`src/rtl/pc_predict_unit_pkg.sv`:
```
// Shared types for the branch predictor: counter encoding, BTB entry layout, counter update.
// Latency: n/a (types and a pure function only).
// Backpressure: n/a.
//
// The entry struct is sized for the widest supported PC (BP_MAX_XLEN). Narrower configurations
// zero-extend tag and target into it, so one struct serves every parameterisation.
package bp_pkg;

    localparam int BP_MAX_XLEN = 32;

    typedef enum logic [1:0] {
        SNT = 2'd0,
        WNT = 2'd1,
        WT  = 2'd2,
        ST  = 2'd3
    } ctr_t;

    typedef struct packed {
        logic                   valid;
        logic [BP_MAX_XLEN-1:0] tag;
        logic [BP_MAX_XLEN-1:0] target;
        ctr_t                   ctr;
    } bp_entry_t;

    // Two-bit saturating counter step: taken moves toward ST, not-taken toward SNT.
    function automatic ctr_t sat_update(input ctr_t c, input logic taken);
        ctr_t r;
        r = c;
        case (c)
            SNT: r = taken ? WNT : SNT;
            WNT: r = taken ? WT  : SNT;
            WT:  r = taken ? ST  : WNT;
            ST:  r = taken ? ST  : WT;
        endcase
        return r;
    endfunction

endpackage

```
`src/rtl/pc_predict_unit_if.sv`:
```
// Fetch/execute-facing bundle of the PC predictor: fetch PC, prediction, resolution, redirect.
// Latency: pred_* and redirect are combinational; pc is registered.
// Backpressure: stall holds the fetch PC; redirect overrides it.
//
// master: the pipeline side (drives stall and res_*); slave: the predictor.
interface pc_predict_unit_if #(
    parameter int XLEN = 32
);
    logic            stall;
    logic [XLEN-1:0] pc;
    logic            pred_taken;
    logic [XLEN-1:0] pred_target;
    logic            res_valid;
    logic            res_is_branch;
    logic            res_taken;
    logic [XLEN-1:0] res_pc;
    logic [XLEN-1:0] res_imm;
    logic            res_pred_taken;
    logic [XLEN-1:0] res_pred_target;
    logic            redirect;

    modport master (
        output stall, res_valid, res_is_branch, res_taken, res_pc, res_imm,
               res_pred_taken, res_pred_target,
        input  pc, pred_taken, pred_target, redirect
    );

    modport slave (
        input  stall, res_valid, res_is_branch, res_taken, res_pc, res_imm,
               res_pred_taken, res_pred_target,
        output pc, pred_taken, pred_target, redirect
    );
endinterface

```
`src/rtl/pc_predict_unit_table.sv`:
```
// Direct-mapped BTB/counter storage: async fetch read, read-modify-write training port.
// Latency: reads combinational; writes land at the rising edge, no same-cycle bypass.
// Backpressure: none; a write is accepted every cycle wrEn is high.
//
// Ports: rdIdx/rdEntry fetch lookup; wrIdx/wrOld expose the entry being trained so the
// caller can build the updated copy; wrEn/wrEntry commit it. Reset clears valid and sets
// every counter to WNT; tag/target are cleared too although their reset value is unused.
module bp_table
    import bp_pkg::*;
#(
    parameter int ENTRIES = 16,
    localparam int IDX = $clog2(ENTRIES)
) (
    input  logic           clk,
    input  logic           rst_n,
    input  logic [IDX-1:0] rdIdx,
    output bp_entry_t      rdEntry,
    input  logic [IDX-1:0] wrIdx,
    output bp_entry_t      wrOld,
    input  logic           wrEn,
    input  bp_entry_t      wrEntry
);

    bp_entry_t mem [ENTRIES];

    assign rdEntry = mem[rdIdx];
    assign wrOld   = mem[wrIdx];

    always_ff @(posedge clk or negedge rst_n) begin
        if (!rst_n) begin
            for (int i = 0; i < ENTRIES; i++) begin
                mem[i] <= '{valid: 1'b0, tag: '0, target: '0, ctr: WNT};
            end
        end else if (wrEn) begin
            mem[wrIdx] <= wrEntry;
        end
    end

endmodule

```
`src/rtl/pc_predict_unit.sv`:
```
// Next-PC generator: owns the fetch PC, predicts from a BTB, trains on resolution, redirects.
// Latency: prediction same cycle as pc; redirect combinational, corrected pc one edge later.
// Backpressure: stall holds pc unless a redirect is raised in the same cycle.
//
// Ports: clk, rst_n (async active-low); bus (slave modport) carries stall, pc, pred_taken,
// pred_target, the res_* resolution fields and redirect. bus must be instantiated with the
// same XLEN as this module.
module pc_predict_unit
    import bp_pkg::*;
#(
    parameter int              XLEN     = 32,
    parameter int              ENTRIES  = 16,
    parameter logic [XLEN-1:0] RESET_PC = '0
) (
    input logic               clk,
    input logic               rst_n,
    pc_predict_unit_if.slave  bus
);

    localparam int IDX = $clog2(ENTRIES);

    logic [XLEN-1:0] pcQ;
    logic [XLEN-1:0] pcNext;
    logic [XLEN-1:0] seqPc;
    logic [XLEN-1:0] predTarget;
    logic [XLEN-1:0] actualPc;
    logic            predTaken;
    logic            fetchHit;
    logic            resBranch;
    logic            resHit;
    logic            redirect;
    logic            resWrite;
    logic [IDX-1:0]  fetchIdx;
    logic [IDX-1:0]  resIdx;
    bp_entry_t       fetchEntry;
    bp_entry_t       resOld;
    bp_entry_t       resNew;

    // ---------------- fetch-side prediction ----------------
    assign fetchIdx   = pcQ[IDX+1:2];
    assign fetchHit   = fetchEntry.valid &&
                        (fetchEntry.tag == BP_MAX_XLEN'(pcQ[XLEN-1:IDX+2]));
    // Upper counter bit set (WT or ST) means predict taken.
    assign predTaken  = fetchHit && (fetchEntry.ctr inside {WT, ST});
    assign seqPc      = pcQ + XLEN'(4);
    assign predTarget = predTaken ? fetchEntry.target[XLEN-1:0] : seqPc;

    // ---------------- mispredict compare ----------------
    assign resBranch = bus.res_valid && bus.res_is_branch;
    assign actualPc  = bus.res_taken ? (bus.res_pc + bus.res_imm) : (bus.res_pc + XLEN'(4));
    // A wrong direction with a coincidentally equal target still counts as a mispredict so
    // that the travelling prediction bit stays consistent with the trained counter.
    assign redirect  = resBranch &&
                       ((actualPc != bus.res_pred_target) || (bus.res_taken != bus.res_pred_taken));

    // ---------------- training ----------------
    assign resIdx = bus.res_pc[IDX+1:2];
    assign resHit = resOld.valid && (resOld.tag == BP_MAX_XLEN'(bus.res_pc[XLEN-1:IDX+2]));

    always_comb begin
        resWrite = 1'b0;
        resNew   = resOld;
        if (resBranch) begin
            if (resHit) begin
                resWrite   = 1'b1;
                resNew.ctr = sat_update(resOld.ctr, bus.res_taken);
                if (bus.res_taken) begin
                    resNew.target = BP_MAX_XLEN'(actualPc);
                end
            end else if (bus.res_taken) begin
                // Taken miss evicts whatever aliases to this index; not-taken misses are ignored.
                resWrite = 1'b1;
                resNew   = '{valid:  1'b1,
                             tag:    BP_MAX_XLEN'(bus.res_pc[XLEN-1:IDX+2]),
                             target: BP_MAX_XLEN'(actualPc),
                             ctr:    WT};
            end
        end
    end

    bp_table #(
        .ENTRIES (ENTRIES)
    ) u_table (
        .clk     (clk),
        .rst_n   (rst_n),
        .rdIdx   (fetchIdx),
        .rdEntry (fetchEntry),
        .wrIdx   (resIdx),
        .wrOld   (resOld),
        .wrEn    (resWrite),
        .wrEntry (resNew)
    );

    // ---------------- PC register and next-PC mux ----------------
    always_comb begin
        pcNext = predTarget;
        if (redirect) begin
            pcNext = actualPc;
        end else if (bus.stall) begin
            pcNext = pcQ;
        end
    end

    always_ff @(posedge clk or negedge rst_n) begin
        if (!rst_n) begin
            pcQ <= RESET_PC;
        end else begin
            pcQ <= pcNext;
        end
    end

    assign bus.pc          = pcQ;
    assign bus.pred_taken  = predTaken;
    assign bus.pred_target = predTarget;
    assign bus.redirect    = redirect;

endmodule

```
`src/flat_wrapper.sv`:
```
// flat-port wrapper written by rule: the top's interface ports become plain ports
module pc_predict_unit_flat import bp_pkg::*;
#(
    parameter int              XLEN     = 32,
    parameter int              ENTRIES  = 16,
    parameter logic [XLEN-1:0] RESET_PC = '0
)
  (clk, rst_n, bus_stall, bus_res_valid, bus_res_is_branch, bus_res_taken, bus_res_pc, bus_res_imm, bus_res_pred_taken, bus_res_pred_target, bus_pc, bus_pred_taken, bus_pred_target, bus_redirect);
  pc_predict_unit_if #(.XLEN(XLEN)) bus_i ();
  input logic clk;
  input logic rst_n;
  input wire logic [$bits(bus_i.stall)-1:0] bus_stall;
  input wire logic [$bits(bus_i.res_valid)-1:0] bus_res_valid;
  input wire logic [$bits(bus_i.res_is_branch)-1:0] bus_res_is_branch;
  input wire logic [$bits(bus_i.res_taken)-1:0] bus_res_taken;
  input wire logic [$bits(bus_i.res_pc)-1:0] bus_res_pc;
  input wire logic [$bits(bus_i.res_imm)-1:0] bus_res_imm;
  input wire logic [$bits(bus_i.res_pred_taken)-1:0] bus_res_pred_taken;
  input wire logic [$bits(bus_i.res_pred_target)-1:0] bus_res_pred_target;
  output wire logic [$bits(bus_i.pc)-1:0] bus_pc;
  output wire logic [$bits(bus_i.pred_taken)-1:0] bus_pred_taken;
  output wire logic [$bits(bus_i.pred_target)-1:0] bus_pred_target;
  output wire logic [$bits(bus_i.redirect)-1:0] bus_redirect;
  assign bus_i.stall = bus_stall;
  assign bus_i.res_valid = bus_res_valid;
  assign bus_i.res_is_branch = bus_res_is_branch;
  assign bus_i.res_taken = bus_res_taken;
  assign bus_i.res_pc = bus_res_pc;
  assign bus_i.res_imm = bus_res_imm;
  assign bus_i.res_pred_taken = bus_res_pred_taken;
  assign bus_i.res_pred_target = bus_res_pred_target;
  assign bus_pc = bus_i.pc;
  assign bus_pred_taken = bus_i.pred_taken;
  assign bus_pred_target = bus_i.pred_target;
  assign bus_redirect = bus_i.redirect;
  pc_predict_unit #(.XLEN(XLEN), .ENTRIES(ENTRIES), .RESET_PC(RESET_PC)) u_core (.clk(clk), .rst_n(rst_n), .bus(bus_i));
endmodule
```
`config.mk`:
```
export PLATFORM = sky130hd
export DESIGN_NAME = pc_predict_unit_flat
export DESIGN_NICKNAME = d
export VERILOG_FILES = /design/src/rtl/pc_predict_unit_pkg.sv /design/src/rtl/pc_predict_unit_if.sv /design/src/rtl/pc_predict_unit_table.sv /design/src/rtl/pc_predict_unit.sv /design/src/flat_wrapper.sv
export SDC_FILE = /design/constraint.sdc
export NUM_CORES = 2
export LEC_CHECK = 0
export CAP_MARGIN = 20
export CORE_ASPECT_RATIO = 0.8
export CORE_MARGIN = 2
export CORE_UTILIZATION = 60
export DETAILED_ROUTE_END_ITERATION = 8
export PLACE_DENSITY = 0.78
export SYNTH_ARGS = -nofsm -noshare
export SYNTH_HDL_FRONTEND = slang
export SYNTH_HIERARCHICAL = 1
export SYNTH_SLANG_ARGS = --single-unit
export TNS_END_PERCENT = 5
```
`constraint.sdc`:
```
create_clock -name clk -period 7.29 [get_ports clk]
set_input_delay 1.458 -clock clk [delete_from_list [all_inputs] [get_ports clk]]
set_output_delay 1.458 -clock clk [all_outputs]
set_load 0.03 [all_outputs]
```
==> out/metrics.cfg <==
[outcome]
outcome=finished, violations left
violations=setup timing

[setup_path]
worstPathMaxFanout=5
crit_required_ns=5.83
cp_data_arrival_time_ns=5.97
endpoint_kind=output pin
reg2reg_depth=14
cp-start-kind=input pin
crit_type=input pin to output pin
r2r_slack_ns=1.88

[power_and_ir_drop]
swShare=0.3366
clock_power_share=0.348
combPwrFrac=0.266
p_int_w=0.01174
seqPwrFrac=0.386
p_sw_w=0.005955
powerDensity_nw_per_um2=244.3
leakagePower_nw=32.91
ir_drop_uv=342.9

[synthesis]
syn_avg_cell_area_um2=13.89
syn_nets=4670
synth_warnings=6
syn-cell-area_um2=62960
synth_cells=4533

[cells_and_area]
drive_gt1_frac=0.4688
regArea_um2=27660
layout_commonest_cell=mux2_2
multi_input_area_um2=33660
layout.nets=4850
areaGrowthSynthToFinish_pct=15.06
layout_common_cells=mux2_2, dfrtp_1, mux4_2
final_cells=6211
num-fill-cells=7005

[drt]
via_per_inst=7.221
drt_pass1_iterations=5
drt_wl_total_um=209100
wire_per_inst_um=33.66
vias=44850
drc=0
drt-initial-drc-count=5635
drtAntennaViolNets=0

[die]
die-area_um2=107600
die_x_um=366.2
core_area_um2=104200
ios=169
floorplan.initialDensity=0.6040
rows=106
die_height_um=293.7

[timing]
finalMaxSlewViolations=0
setup_viol=4
fin_crit_sh=1.019
worst_pin_slew_ns=0.9744
holdWs_ns=0.5228
fin_ws_ns=-0.1351
slew-limit-headroom=0.3504
rsz0062_at_grt=yes
fmax_mhz=134.7
hold_violations=0
fin_crit_ns=7.425
fin_skew_ns=0.04591
tns_ns=-0.2370

[grt]
grt_pass1_wl_um=307300
grt_pass1_vias=45370
grt_usage=0.3906
antenna_found_initial=11
grt_max_degree=175
gr-total-overflow=0

[placed_design]
portBuffers=168
place_congestion=1.015
dpl_worst_slack_ns=-0.2264
dp.cells=6001
hpwl_um=139100

[cts]
clock_latency_ns=0.75
cts-root-buf=clkbuf_16
h-tree-depth=3
ctsHoldBuffers=0
cts.path.max_buffers=3
cts_made_buffers=111
cts_sinks=1104
tritoncts=built
clk_pin_slew_ns=0.05

[job]
cap_violations=0

[hold_path]
whs_path_depth=1
min_path_type=flop to flop

==> worst paths after layout <==
kind / startpoint / end
worst min register to register: u_core/u_table/mem[129]$_DFFE_PN0P_ / u_core/u_table/mem[129]$_DFFE_PN0P_
worst max register to register: u_core/bus.pc[2]$_DFFE_PN0P_ / u_core/bus.pc[4]$_DFFE_PN0P_
min in group asynchronous: rst_n / u_core/u_table/mem[761]$_DFFE_PN0P_
max in group asynchronous: rst_n / u_core/u_table/mem[709]$_DFFE_PN0P_
worst min-delay path: u_core/u_table/mem[129]$_DFFE_PN0P_ / u_core/u_table/mem[129]$_DFFE_PN0P_
worst max-delay path: bus_res_pc[0] / bus_redirect
==> state kept, by name, summed over array words and instances, names as in the netlist <==
register	count
u_core/bus.pc	32
u_core/u_table/mem	1072
==> layer usage <==
layer,up-vias,part of all wire,track usage
li1,17850,-,-
met1,23320,0.39,0.5429
met2,2998,0.43,0.5485
met3,661,0.14,0.1503
met4,18,0.050,0.1724
met5,-,0.00055,0
==> cell type report <==
cell class              instances  share of cell area
diodes                          3           0.0001036
clock buffers                 166             0.04593
clock inverters                38            0.008135
inverters                      16           0.0008809
multi-input cells            2991              0.4646
flip-flops and latches       1104              0.3818
well taps                    1404             0.02425
repair buffers                489             0.07429
==> per-stage QoR <==
step	instance area, µm²	utilization	power (W)
after global routing	72430	0.6948	0.01811
after global placement	68400	0.6561	0.01136
final	72440	0.6949	0.01769
after floorplan	62960	-	0.009297
after CTS	72350	0.6941	0.01757
after detailed placement	68400	0.6561	0.01141
==> power by group through the flow <==
stage | registers [W] | clock network (W) | logic [W]
detailed placement | 0.00691 | 0 | 0.00451
global placement | 0.00688 | 0 | 0.00448
floorplan | 0.00681 | 0 | 0.00249
CTS | 0.00680 | 0.00620 | 0.00457
finish | 0.00683 | 0.00616 | 0.00470
global route | 0.00685 | 0.00645 | 0.00482
==> what timing repair did <==
| item | in CTS | in global routing |
|---|---|---|
| pin swaps | 1 | 5 |
| gates resized for setup | 4 | 18 |
| cloned | 1 | 0 |
| setup endpoints to repair | 12 | 14 |
| buffers inserted | 1 | 1 |
==> worst max-delay path: stages <==
cell	delay, ns
clkdlybuf4s50_1	0.48
ha_1	0.22
inv_1	0.07
fa_1	0.45
nor2b_4	0.18
o31a_1	0.35
o21a_2	0.24
o21ai_0	0.18
nor4b_1	0.19
nor3_1	0.29
mux2_2	0.38
nor4_2	0.22
nand4_1	0.24
o311ai_4	0.38
clkinvlp_4	0.37
buf_12	0.24
Note: power is estimated with default switching activity, not from simulation.
